<file path="src/rtl/piece_move_sched.sv">
// piece_move_sched: turns gravity ticks and sampled player inputs into a
// single stream of board operations, and sequences the piece lifecycle
// (clear, spawn, fall, lock, respawn) including game-over detection.
// Only one board operation is ever outstanding.
module piece_move_sched #(
    parameter int LOCK_DELAY = 2
) (
    input  logic       clk,
    input  logic       rst,
    input  logic       vertical_flag,
    input  logic       horizontal_flag,
    input  logic       btn_left,
    input  logic       btn_right,
    input  logic       btn_rot,
    input  logic       btn_drop,
    input  logic       start,
    output logic       req_valid,
    output logic [2:0] req_op,
    input  logic       req_ready,
    input  logic       rsp_valid,
    input  logic       rsp_blocked,
    output logic       lock_pulse,
    output logic       game_over
);

    localparam logic [2:0] ST_IDLE  = 3'd0;
    localparam logic [2:0] ST_CLEAR = 3'd1;
    localparam logic [2:0] ST_SPAWN = 3'd2;
    localparam logic [2:0] ST_PLAY  = 3'd3;
    localparam logic [2:0] ST_ISSUE = 3'd4;
    localparam logic [2:0] ST_WAIT  = 3'd5;
    localparam logic [2:0] ST_LOCK  = 3'd6;
    localparam logic [2:0] ST_OVER  = 3'd7;

    localparam logic [2:0] OP_SPAWN = 3'd0;
    localparam logic [2:0] OP_LEFT  = 3'd1;
    localparam logic [2:0] OP_RIGHT = 3'd2;
    localparam logic [2:0] OP_ROT   = 3'd3;
    localparam logic [2:0] OP_DOWN  = 3'd4;
    localparam logic [2:0] OP_LOCK  = 3'd5;
    localparam logic [2:0] OP_CLEAR = 3'd6;

    localparam logic [3:0] LOCK_LIM = 4'(LOCK_DELAY);

    logic [2:0] state_q, state_d;
    logic       req_valid_q, req_valid_d;
    logic [2:0] req_op_q, req_op_d;
    logic       sent_q, sent_d;
    logic [3:0] lock_cnt_q, lock_cnt_d;
    logic       lock_pulse_q, lock_pulse_d;
    logic       game_over_q, game_over_d;
    logic       g_pend_q, g_pend_d;
    logic       rot_pend_q, rot_pend_d;
    logic       l_pend_q, l_pend_d;
    logic       r_pend_q, r_pend_d;

    logic [3:0] lock_cnt_inc;
    logic [2:0] fixed_op;
    logic       any_pend;

    assign req_valid  = req_valid_q;
    assign req_op     = req_op_q;
    assign lock_pulse = lock_pulse_q;
    assign game_over  = game_over_q;

    // Lifecycle FSM: fixed-op states (CLEAR/SPAWN/LOCK) raise a request, wait
    // for the transfer, then wait for the response; PLAY arbitrates pending
    // moves and ISSUE/WAIT carry one move through the datapath.
    always_comb begin
        state_d      = state_q;
        req_valid_d  = req_valid_q;
        req_op_d     = req_op_q;
        sent_d       = sent_q;
        lock_cnt_d   = lock_cnt_q;
        lock_pulse_d = 1'b0;
        game_over_d  = game_over_q;
        lock_cnt_inc = (lock_cnt_q == 4'hF) ? 4'hF : lock_cnt_q + 4'd1;
        any_pend     = g_pend_q | rot_pend_q | l_pend_q | r_pend_q;
        case (state_q)
            ST_CLEAR: fixed_op = OP_CLEAR;
            ST_SPAWN: fixed_op = OP_SPAWN;
            default:  fixed_op = OP_LOCK;
        endcase

        case (state_q)
            ST_IDLE, ST_OVER: begin
                if (start) begin
                    state_d     = ST_CLEAR;
                    sent_d      = 1'b0;
                    req_valid_d = 1'b0;
                end
            end
            ST_CLEAR, ST_SPAWN, ST_LOCK: begin
                if (!sent_q) begin
                    if (!req_valid_q) begin
                        req_valid_d = 1'b1;
                        req_op_d    = fixed_op;
                    end else if (req_ready) begin
                        req_valid_d = 1'b0;
                        sent_d      = 1'b1;
                    end
                end else if (rsp_valid) begin
                    sent_d = 1'b0;
                    if (state_q == ST_CLEAR) begin
                        state_d = ST_SPAWN;
                    end else if (state_q == ST_LOCK) begin
                        lock_pulse_d = 1'b1;
                        state_d      = ST_SPAWN;
                    end else if (rsp_blocked) begin
                        game_over_d = 1'b1;
                        state_d     = ST_OVER;
                    end else begin
                        game_over_d = 1'b0;
                        lock_cnt_d  = 4'd0;
                        state_d     = ST_PLAY;
                    end
                end
            end
            ST_PLAY: begin
                if (any_pend) begin
                    req_valid_d = 1'b1;
                    state_d     = ST_ISSUE;
                    if (g_pend_q) begin
                        req_op_d = OP_DOWN;
                    end else if (rot_pend_q) begin
                        req_op_d = OP_ROT;
                    end else if (l_pend_q) begin
                        req_op_d = OP_LEFT;
                    end else begin
                        req_op_d = OP_RIGHT;
                    end
                end
            end
            ST_ISSUE: begin
                if (req_ready) begin
                    req_valid_d = 1'b0;
                    state_d     = ST_WAIT;
                end
            end
            ST_WAIT: begin
                if (rsp_valid) begin
                    state_d = ST_PLAY;
                    if (req_op_q == OP_DOWN) begin
                        if (rsp_blocked) begin
                            lock_cnt_d = lock_cnt_inc;
                            if (lock_cnt_inc == LOCK_LIM) begin
                                state_d = ST_LOCK;
                            end
                        end else begin
                            lock_cnt_d = 4'd0;
                        end
                    end
                end
            end
            default: begin
                state_d = ST_IDLE;
            end
        endcase
    end

    // Pending move bits: set by ticks (set wins over the transfer clear),
    // cleared when their move transfers, flushed entering SPAWN and held
    // clear while idle or game over.
    always_comb begin
        logic flush;
        logic xfer;
        flush = (state_d == ST_IDLE) || (state_d == ST_OVER) ||
                ((state_d == ST_SPAWN) && (state_q != ST_SPAWN));
        xfer  = (state_q == ST_ISSUE) && req_ready;
        g_pend_d   = vertical_flag | (horizontal_flag & btn_drop) |
                     (g_pend_q & ~(xfer && (req_op_q == OP_DOWN)));
        rot_pend_d = (horizontal_flag & btn_rot) |
                     (rot_pend_q & ~(xfer && (req_op_q == OP_ROT)));
        l_pend_d   = (horizontal_flag & btn_left & ~btn_right) |
                     (l_pend_q & ~(xfer && (req_op_q == OP_LEFT)));
        r_pend_d   = (horizontal_flag & btn_right & ~btn_left) |
                     (r_pend_q & ~(xfer && (req_op_q == OP_RIGHT)));
        if (flush) begin
            g_pend_d   = 1'b0;
            rot_pend_d = 1'b0;
            l_pend_d   = 1'b0;
            r_pend_d   = 1'b0;
        end
    end

    // State and output registers, asynchronously cleared by active-low rst.
    always_ff @(posedge clk or negedge rst) begin
        if (!rst) begin
            state_q      <= ST_IDLE;
            req_valid_q  <= 1'b0;
            req_op_q     <= 3'd0;
            sent_q       <= 1'b0;
            lock_cnt_q   <= 4'd0;
            lock_pulse_q <= 1'b0;
            game_over_q  <= 1'b0;
            g_pend_q     <= 1'b0;
            rot_pend_q   <= 1'b0;
            l_pend_q     <= 1'b0;
            r_pend_q     <= 1'b0;
        end else begin
            state_q      <= state_d;
            req_valid_q  <= req_valid_d;
            req_op_q     <= req_op_d;
            sent_q       <= sent_d;
            lock_cnt_q   <= lock_cnt_d;
            lock_pulse_q <= lock_pulse_d;
            game_over_q  <= game_over_d;
            g_pend_q     <= g_pend_d;
            rot_pend_q   <= rot_pend_d;
            l_pend_q     <= l_pend_d;
            r_pend_q     <= r_pend_d;
        end
    end

endmodule

</file>
<file path="config.mk">
export PLATFORM = sky130hd
export DESIGN_NAME = piece_move_sched
export DESIGN_NICKNAME = d
export VERILOG_FILES = /design/src/rtl/piece_move_sched.sv
export SDC_FILE = /design/constraint.sdc
export NUM_CORES = 1
export LEC_CHECK = 0
export CAP_MARGIN = 20
export CELL_PAD_IN_SITES_DETAIL_PLACEMENT = 2
export CELL_PAD_IN_SITES_GLOBAL_PLACEMENT = 2
export CORE_MARGIN = 1.5
export CORE_UTILIZATION = 37
export CTS_BUF_LIST = sky130_fd_sc_hd__clkbuf_2 sky130_fd_sc_hd__clkbuf_4 sky130_fd_sc_hd__clkbuf_8
export DETAILED_ROUTE_END_ITERATION = 12
export PLACE_DENSITY = 0.95
export SETUP_SLACK_MARGIN = 0.05
export SYNTH_ARGS = -nofsm -noshare
export SYNTH_HDL_FRONTEND = slang
export SYNTH_SLANG_ARGS = --single-unit
</file>
<file path="constraint.sdc">
create_clock -name clk -period 3.25 [get_ports clk]
set_clock_uncertainty 0.15 [all_clocks]
set_input_delay 0.8125 -clock clk [delete_from_list [all_inputs] [get_ports clk]]
set_output_delay 0.8125 -clock clk [all_outputs]
set_load 0.005 [all_outputs]
</file>
==> metrics.yaml <==
synthesis:
  synthFlopType: "dfrtp_1"
  yosysWarnings: 0
  synthTopCellsByArea: "dfrtp_1 (34%), mux2_2 (6.8%), a21oi_1 (4.2%)"
  synth_cell_type_count: 47
  syn_nets: 162
  syn_avg_cell_area_um2: 8.90
  synth_largest_area_cell: "dfrtp_1"
  netlist_area_mm2: 0.00133
  async_flop_share_pct: 100
  synth_edf_count: 0
  synth_top_area_share_pct: 34.0
  syn_inst: 149
  synth_seq_cells: 18
  synth.yosys.seq_area_share_pct: 34.0
cts:
  h-tree-depth: 1
  cts_made_buffers: 3
  clockBufferDepth: 2
  cts_tree: "yes"
  clock-sinks: 18
  cts_resized: 0
  clock_latency_ps: 290
  cts_hold_buf: 0
  path_clk_slew_ps: 100
  clockRootBuffer: "clkbuf_4"
  postCtsSetupRepairBufs: 0
worst_setup_path:
  critical_path_class: "input pin to flip-flop"
  cp-start-kind: "input pin"
  ff2ff_setup_slack_ps: 760
  r2r-start: "state_q[2]"
  cp.required_ps: 3320
  cp_max_fo: 9
  r2r_cells: 5
  arrival_ps: 2760
  worstSetupEndpointType: "flip-flop"
  r2r-end: "rot_pend_q"
drt:
  dr.pass1.iters: 4
  antenna_left: 0
  vias: 1309
  wl_um: 4320
  wl_per_cell_um: 20.8
  drc: 0
  via_per_inst: 6.29
  drtIter0Drc: 67
floorplan:
  pin_count: 18
  core_mm2: 0.00339
  initial_core_util_pct: 39.1
  fp.dieH_um: 62.9
  die_w_um: 62.9
  rows: 21
  die_area_mm2: 0.00395
cells_and_area:
  syn2layout_area_growth_pct: 16.8
  fin_nets: 177
  stdcell_area_mm2: 0.00155
  drive_gt1_share_pct: 13.0
  antennaDiodeCount: 0
  nFillCells: 371
  fin_cells: 208
hold_path:
  min_path_cells: 1
  hold_start: "game_over"
  hp-class: "flip-flop to flip-flop"
  hold_path_end: "game_over"
pwr:
  power_leakage_nw: 0.596
  pwr-share-clk_pct: 8.3
  vdd_drop_max_mv: 0.340
  intPower_mw: 0.696
  power_per_cell_area_mw_per_mm2: 878
  swShare_pct: 48.8
  p_switching_mw: 0.663
  power_mw: 1.36
  power_frac_comb_pct: 56.6
  p_seq_share_pct: 35.2
sta:
  drv_slew: 0
  worst_pin_slew_ps: 849
  relSlewSlack_pct: 43.3
  max_freq_mhz: 373
  totalNegativeSetupSlack_ps: 0
  finalCriticalPeriod_ps: 2680
  setup_viol: 0
  finalHoldViolations: 0
  period_share_pct: 82.6
  rsz0062_at_grt: "false"
global_routing:
  grt_overflow_total: 0
  grt_usage_pct: 23.6
  grt_start_max_net_pins: 26
  grt_pass1_vias: 1444
  antenna_found_initial: 0
  grt_pass1_wl_um: 7330
place:
  dp_hpwl_um: 3280
  gp_congestion: 0.791
  dp.cells: 205
  io_buffer_count: 17
  dpl-instance-area_mm2: 0.00153
job:
  drv_cap: 0
outcome:
  outcome: "finished, final reports clean"
==> synthesized netlist by cell type, drive strengths merged, types with 4 or more instances <==
cell type	n
a21oi	11
buf	4
clkbuf	4
dfrtp	18
inv	9
mux2	8
nand2	12
nand3	5
nand4	4
nor3	4
o21ai	10
o22ai	7
o31ai	5
==> power by group through the flow <==
stage | clock network, mW | registers, mW | logic [mW]
floorplan | 0 | 0.368 | 0.615
global placement | 0 | 0.457 | 0.706
detailed placement | 0 | 0.480 | 0.761
CTS | 0.116 | 0.476 | 0.770
global route | 0.127 | 0.496 | 0.842
finish | 0.112 | 0.478 | 0.769
==> cells by family (layout without fill, tap and decap cells) <==
family                     Yosys count  in the layout  share of synthesized area (%)
AOI/OAI and AO/OA                   59             59                           33.0
and+or+nand+nor                     45             45                           19.3
DFF                                 18             18                           34.0
buffers and inverters               17             30                           5.19
muxes                                9              9                           7.55
adders and majority gates            1              1                          0.943
==> placed cells by master (no fill, tap or decap), types with 2 or more instances in the layout <==
master            n
clkbuf_4          3
clkdlybuf4s50_1  17
nor3_1            4
o31ai_1           5
a21oi_1          11
nor2b_1           3
nand2b_1          2
o22ai_1           7
nand4_1           4
a31oi_1           2
o21ai_0          10
o41ai_1           2
nor2_1            3
nand2_1          12
or2_2             2
nand3_1           5
nor4_1            2
dfrtp_1          18
o211ai_1          2
mux2_2            8
nand3b_1          2
nand4b_1          2
o21a_1            3
inv_1             9
==> layer usage <==
metal / vias to the layer above / part of all wire, % / track usage [%] / wire length, µm
li1: 602 / - / - / -
met1: 681 / 45 / 30.4 / 1960
met2: 20 / 52 / 41.4 / 2240
met3: 6 / 2.0 / 2.70 / 88
met4: 0 / 0.88 / 6.94 / 38
met5: - / 0 / 0 / 0
==> sequential cells by signal (all words and copies together) (netlist names) <==
name and count:
l_pend_q 1, lock_pulse 1, r_pend_q 1, req_op 3, req_valid 1, game_over 1, rot_pend_q 1, lock_cnt_q 4
g_pend_q 1, state_q 3, sent_q 1
==> worst max path at each step <==
stage           startpoint    endpoint  slack [ps]
2_1_floorplan    rsp_valid    g_pend_q        1050
3_3_place_gp   rsp_blocked  rot_pend_q         490
3_5_place_dp     rsp_valid  rot_pend_q         300
4_1_cts          rsp_valid  rot_pend_q         610
5_1_grt          rsp_valid  rot_pend_q         400
6_report         rsp_valid  rot_pend_q         570
==> critical path, stage by stage <==
cell and delay [ps]:
clkdlybuf4s50_1 600, nand2_1 270, nor3_1 90, o21ai_0 550, nand4_1 230, o22ai_1 200
==> cell type report <==
class | instances | area, µm² | share of cell area, %
Tap cell | 46 | 57.6 | 3.72
Clock buffer | 3 | 22.5 | 1.45
Multi-Input combinational cell | 114 | 807 | 52.1
Inverter | 9 | 33.8 | 2.18
Timing Repair Buffer | 18 | 178 | 11.5
Sequential cell | 18 | 450 | 29.1
==> stage by stage <==
step	worst slack [ps]	hold WS (ps)	utilization (%)
final	565	399	45.7
after global routing	402	413	45.7
after CTS	611	404	45.7
after detailed placement	302	379	45.0
after global placement	486	345	45.0
after floorplan	1050	355	-
No activity file was read; power rests on OpenSTA's default activity.
